**config.mk**
```make
export PLATFORM = sky130hd
export DESIGN_NAME = main_controller
export DESIGN_NICKNAME = d
export VERILOG_FILES = /design/src/rtl/main_controller.sv
export SDC_FILE = /design/constraint.sdc
export NUM_CORES = 1
export LEC_CHECK = 0
export CAP_MARGIN = 20
export CORE_ASPECT_RATIO = 1.25
export CORE_MARGIN = 2
export CORE_UTILIZATION = 47
export DETAILED_ROUTE_END_ITERATION = 8
export GPL_TIMING_DRIVEN = 0
export PLACE_DENSITY_LB_ADDON = 0.3
export SLEW_MARGIN = 0
export SYNTH_ARGS = -nofsm -noshare
export SYNTH_HDL_FRONTEND = slang
export SYNTH_SLANG_ARGS = --single-unit
export TNS_END_PERCENT = 20
```
**constraint.sdc**
```tcl
create_clock -name clk -period 4 [get_ports clk]
set_input_delay 0.8 -clock clk [delete_from_list [all_inputs] [get_ports clk]]
set_output_delay 0.8 -clock clk [all_outputs]
set_load 0.05 [all_outputs]
```
**src/rtl/main_controller.sv**
```systemverilog
// Multicycle RV32 subset control unit: sequences fetch, decode, memory,
// ALU and branch/jump steps, and drives datapath selects and write strobes.
//
// state    | meaning
// ---------+-------------------------------------------------------------
// FETCH    | read instruction at PC, PC+4; waits for memory
// DECODE   | read registers, precompute PC+imm
// MEMADR   | form load/store address from rs1+imm
// MEMREAD  | read data memory at computed address; waits for memory
// MEMWB    | write load data to register file
// MEMWRITE | write data memory; strobe held until memory accepts
// EXECUTER | ALU op on rs1, rs2
// EXECUTEI | ALU op on rs1, imm
// ALUWB    | write ALU result to register file
// BEQ      | compare rs1/rs2; PC update when zero
// JAL      | PC <= PC+imm, link value prepared for ALUWB
// ERROR    | unknown opcode or state code; stays until reset
module main_controller #(
   parameter bit MEM_HANDSHAKE = 1'b1
) (
   input  logic       clk,
   input  logic       rst,
   input  logic [6:0] op,
   input  logic [2:0] funct3,
   input  logic       funct7b5,
   input  logic       zero,
   input  logic       memReady,
   output logic       pcWrite,
   output logic       irWrite,
   output logic       regWrite,
   output logic       memWrite,
   output logic       adrSrc,
   output logic [1:0] resultSrc,
   output logic [1:0] aluSrcA,
   output logic [1:0] aluSrcB,
   output logic [1:0] immSrc,
   output logic [2:0] aluControl,
   output logic [3:0] state,
   output logic       illegal
);

   typedef enum logic [3:0] {
      S_FETCH    = 4'd0,
      S_DECODE   = 4'd1,
      S_MEMADR   = 4'd2,
      S_MEMREAD  = 4'd3,
      S_MEMWB    = 4'd4,
      S_MEMWRITE = 4'd5,
      S_EXECUTER = 4'd6,
      S_EXECUTEI = 4'd7,
      S_ALUWB    = 4'd8,
      S_BEQ      = 4'd9,
      S_JAL      = 4'd10,
      S_ERROR    = 4'd11
   } state_t;

   // Moore control word; the fetch/beq flags gate the few Mealy strobes.
   typedef struct packed {
      logic       adr_src;
      logic [1:0] result_src;
      logic [1:0] alu_src_a;
      logic [1:0] alu_src_b;
      logic [1:0] alu_op;
      logic       reg_write;
      logic       mem_write;
      logic       pc_jal;
      logic       in_fetch;
      logic       in_beq;
      logic       err;
   } ctrl_t;

   localparam logic [6:0] OP_LW   = 7'b0000011;
   localparam logic [6:0] OP_SW   = 7'b0100011;
   localparam logic [6:0] OP_RTYP = 7'b0110011;
   localparam logic [6:0] OP_ITYP = 7'b0010011;
   localparam logic [6:0] OP_BEQ  = 7'b1100011;
   localparam logic [6:0] OP_JAL  = 7'b1101111;

   state_t state_q;
   ctrl_t  ctrl_q;
   logic   mem_rdy;

   assign mem_rdy = MEM_HANDSHAKE ? memReady : 1'b1;

   function automatic ctrl_t decode_ctrl(input state_t s);
      ctrl_t c;
      c = '0;
      case (s)
         S_FETCH: begin
            c.alu_src_b  = 2'b10;
            c.result_src = 2'b10;
            c.in_fetch   = 1'b1;
         end
         S_DECODE: begin
            c.alu_src_a = 2'b01;
            c.alu_src_b = 2'b01;
         end
         S_MEMADR: begin
            c.alu_src_a = 2'b10;
            c.alu_src_b = 2'b01;
         end
         S_MEMREAD: c.adr_src = 1'b1;
         S_MEMWB: begin
            c.result_src = 2'b01;
            c.reg_write  = 1'b1;
         end
         S_MEMWRITE: begin
            c.adr_src   = 1'b1;
            c.mem_write = 1'b1;
         end
         S_EXECUTER: begin
            c.alu_src_a = 2'b10;
            c.alu_op    = 2'b10;
         end
         S_EXECUTEI: begin
            c.alu_src_a = 2'b10;
            c.alu_src_b = 2'b01;
            c.alu_op    = 2'b10;
         end
         S_ALUWB: c.reg_write = 1'b1;
         S_BEQ: begin
            c.alu_src_a = 2'b10;
            c.alu_op    = 2'b01;
            c.in_beq    = 1'b1;
         end
         S_JAL: begin
            c.alu_src_a = 2'b01;
            c.alu_src_b = 2'b10;
            c.pc_jal    = 1'b1;
         end
         default: c.err = 1'b1;
      endcase
      return c;
   endfunction

   function automatic state_t next_state(input state_t s, input logic [6:0] opc,
                                         input logic rdy);
      state_t n;
      n = S_ERROR;
      case (s)
         S_FETCH:    n = rdy ? S_DECODE : S_FETCH;
         S_DECODE: begin
            case (opc)
               OP_LW, OP_SW: n = S_MEMADR;
               OP_RTYP:      n = S_EXECUTER;
               OP_ITYP:      n = S_EXECUTEI;
               OP_BEQ:       n = S_BEQ;
               OP_JAL:       n = S_JAL;
               default:      n = S_ERROR;
            endcase
         end
         S_MEMADR:   n = (opc == OP_LW) ? S_MEMREAD : S_MEMWRITE;
         S_MEMREAD:  n = rdy ? S_MEMWB : S_MEMREAD;
         S_MEMWB:    n = S_FETCH;
         S_MEMWRITE: n = rdy ? S_FETCH : S_MEMWRITE;
         S_EXECUTER: n = S_ALUWB;
         S_EXECUTEI: n = S_ALUWB;
         S_ALUWB:    n = S_FETCH;
         S_BEQ:      n = S_FETCH;
         S_JAL:      n = S_ALUWB;
         default:    n = S_ERROR;
      endcase
      return n;
   endfunction

   // State register with the Moore control word registered for the next state.
   always_ff @(posedge clk) begin
      if (rst) begin
         state_q <= S_FETCH;
         ctrl_q  <= decode_ctrl(S_FETCH);
      end else begin
         state_q <= next_state(state_q, op, mem_rdy);
         ctrl_q  <= decode_ctrl(next_state(state_q, op, mem_rdy));
      end
   end

   // ALU operation from the internal aluOp and instruction fields.
   always_comb begin
      aluControl = 3'b000;
      case (ctrl_q.alu_op)
         2'b01: aluControl = 3'b001;
         2'b10: begin
            case (funct3)
               3'b000:  aluControl = (op[5] && funct7b5) ? 3'b001 : 3'b000;
               3'b010:  aluControl = 3'b101;
               3'b110:  aluControl = 3'b011;
               3'b111:  aluControl = 3'b010;
               default: aluControl = 3'b000;
            endcase
         end
         default: aluControl = 3'b000;
      endcase
   end

   // Immediate format follows the opcode in every state.
   always_comb begin
      case (op)
         OP_SW:   immSrc = 2'b01;
         OP_BEQ:  immSrc = 2'b10;
         OP_JAL:  immSrc = 2'b11;
         default: immSrc = 2'b00;
      endcase
   end

   // Strobes are killed combinationally while reset is asserted, so nothing
   // fires in the cycle reset is sampled, whatever state we came from.
   assign irWrite  = rst ? 1'b0 : (ctrl_q.in_fetch & mem_rdy);
   assign pcWrite  = rst ? 1'b0 : ((ctrl_q.in_fetch & mem_rdy) | ctrl_q.pc_jal |
                                   (ctrl_q.in_beq & zero));
   assign regWrite = rst ? 1'b0 : ctrl_q.reg_write;
   assign memWrite = rst ? 1'b0 : ctrl_q.mem_write;
   assign illegal  = rst ? 1'b0 : ctrl_q.err;

   assign adrSrc    = ctrl_q.adr_src;
   assign resultSrc = ctrl_q.result_src;
   assign aluSrcA   = ctrl_q.alu_src_a;
   assign aluSrcB   = ctrl_q.alu_src_b;
   assign state     = state_q;

endmodule

```
==> run metrics <==
YS warnings=0; nets=180; crit path buf inv count=3; Pre-antenna DRT Iters=4; # setup viols final=0; placed insts=between 150 and 200; vias in the first global route=about 920; Root Driver=clkbuf_4; Max Clk Rate=279.6 MHz; Setup TNS Final=0 ns; Worst-Skew Late Latency=approximately 0.28 ns; synthesis-to-finish area growth=38.75%; critical path type=input port to primary output; Util after Layout=69.29%; Clock Tree Buf Depth=2; routed wire length=approximately 2300 um; antenna viol nets, final=0; Residual DRC=0; # rows=18; drt first-iter violations=23; Syn Area/Cell=8.072 um^2; Fin Clk Skew=0.004631 ns; Max stage delay cell, worst path=clkdlybuf4s50_1; sequential share of the synthesized area=between 30% and 40%; largest net degree at the start of global routing=11; Crit path arrival time=approximately 2.8 ns; initial antenna violation count=0; Gate Count Post-Synth=roughly 120; GRT met3 Usage=~1.3%; RSZ-0062 raised after global routing=no; critical path launch point type=input port; Worst VDD drop=0.4720 mV; htree depth=1; first-pass GRT wire length=roughly 3800 um; critical-path maximum fanout=7; post-placement setup slack=about 0.43 ns; distinct cell type count after synthesis=46; GR Overflow Total=0; max-cap viol count=0; Cell Chain, Critical Path=clkdlybuf4s50_1 -> or3_1 -> clkbuf_1 -> a21oi_1 -> clkdlybuf4s50_1; Post-Layout Inst Area=1389 um^2; # resized after CTS=0; Worst EP required=about 3.2 ns; most frequent cell on the critical path=clkdlybuf4s50_1; Layout Cells excl Fill=181; postcts setup bufs=0; GRT met2 Usage=about a third; Num Clock Sinks=18; Post-DP Area=approximately 1400 um^2; Worst-Margin Slew=about 0.66 ns; fraction of layout cells with a size suffix above 1=10.56%; Hold Path Class=flip-flop to flip-flop; Die W=45.28 um; cell area after synthesis=approximately 1000 um^2; met1 usage=around 23%; Starting Density=between 40% and 50%; Post-synth ARST share=0%; GRT busiest layer=met2; Seq cells post-synth=18; CP top delay family=buffers and inverters; Num CTS Buffers=3; via count of the routed design=around 990; fin worst setup slack=between 0.4 and 0.5 ns; CP Capture Type=primary output; Static Leak=just over 0.0005 uW; CTS hold repair buffers=0; Hold Violations, Final=0; outcome=finished clean; CTS tree=yes; Buffers on Ports=34; worst stage delay on the critical path=0.81 ns; Mapped Nets=between 100 and 150; worst rel slew slack=a little under three fifths; Placeable Area=approximately 2000 um^2; Final Critical Period=about 3.6 ns; most common cell after layout, fill and taps aside=clkdlybuf4s50_1; Placer Congestion=0.8347; power per cell area=between 700 and 800 nW/um^2; I/O pin cnt=36; DP HPWL=approximately 1800 um; DR WL/cell=~13 um; n_diodes=0; DR vias/cell=about 5.5; die span in y=between 50 and 60 um; EDFF count, synth=0; Die Footprint=around 2500 um^2; Total GRT Usage=about a fifth; most frequent cells in the layout=34 x clkdlybuf4s50_1, 18 x dfxtp_1, 17 x nor2_1, 9 x nor3_1; Tcrit/Tclk final=about nine tenths; Reg clk slew, reported paths=~0.09 ns; Top FF cell, synth=dfxtp_1; Final Max Tran Viols=0
[synthesized netlist by cell type (2+ instances only)]
| library cell | count | share of area [%] |
|---|---|---|
| nor2_1 | 17 | 6.4 |
| nor2b_1 | 4 | 2.5 |
| nor3_1 | 9 | 4.5 |
| a21oi_1 | 7 | 3.5 |
| nand2_1 | 7 | 2.6 |
| ha_1 | 2 | 2.5 |
| or3_1 | 2 | 1.2 |
| buf_4 | 6 | 4.5 |
| a31oi_1 | 3 | 1.9 |
| clkbuf_1 | 4 | 1.5 |
| inv_1 | 6 | 2.2 |
| dfxtp_1 | 18 | 36 |
| nand2b_1 | 2 | 1.2 |
| nand3_1 | 5 | 2.5 |
[registers in the layout, summed over array words and instances (netlist names)]
| register | count |
|---|---|
| ctrl_q | 7 |
| state | 4 |
| aluSrcA | 2 |
| aluSrcB | 2 |
| resultSrc | 2 |
| adrSrc | 1 |
[tightest hold or removal path, cell delays in order, from the launching register on]
cell     delay, ns
dfxtp_1       0.36
buf_6         0.14
o22ai_1       0.09
o21a_1        0.18
nor2_1        0.10
[power breakdown]
part / leakage (uW) / total (uW) / switching [uW] / internal, uW
Sequential: 0.000147 / 265 / 31.2 / 234
Clock: 0.0000138 / 84.5 / 49.5 / 35.0
Combinational: 0.000355 / 693 / 428 / 265
Total: 0.000516 / 1040 / 508 / 534
[per-stage QoR]
| step | power, uW | hold WS (ns) |
|---|---|---|
| global placement | 944.5 | 0.8766 |
| floorplan | 781.9 | 1.065 |
| global route | 1111 | 0.9481 |
| CTS | 1040 | 0.9155 |
| detailed placement | 957.1 | 0.8983 |
| finish | 1043 | 0.9038 |
[layout make-up]
cell class,count,area (um^2)
inverters,6,22.52
fillers,176,615.6
repair buffers,34,340.3
flip-flops and latches,18,360.3
clock buffers,3,22.52
multi-input cells,87,538.0
well taps,20,25.02
plain buffers,13,80.08
[layer usage]
metal  vias to the layer above  part of all wire [%]
li1                        508                     -
met1                       447                    42
met2                        29                    53
met3                         5                   3.6
met4                         0                   1.7
met5                         -                     0
[cell families after synthesis]
family	count (synthesis)	synth area share, %
muxes	1	1.000
adders and majority gates	2	2.500
DFF	18	36.00
buffers and inverters	19	10.25
AOI/OAI and AO/OA	24	16.50
and+or+nand+nor	60	33.75
[path summary, 6_finish.rpt]
kind	from	end	slack (ns)	depth (start not counted)
worst max-delay path	op[2]	immSrc[0]	0.42	5
worst min-delay path	state[2]$_SDFF_PP0_	state[0]$_SDFF_PP0_	0.90	4
worst min register to register	state[2]$_SDFF_PP0_	state[0]$_SDFF_PP0_	0.90	4
worst max register to register	state[3]$_SDFF_PP0_	aluSrcB[1]$_SDFF_PP1_	1.62	8
Power figures use the tool's default switching activity.
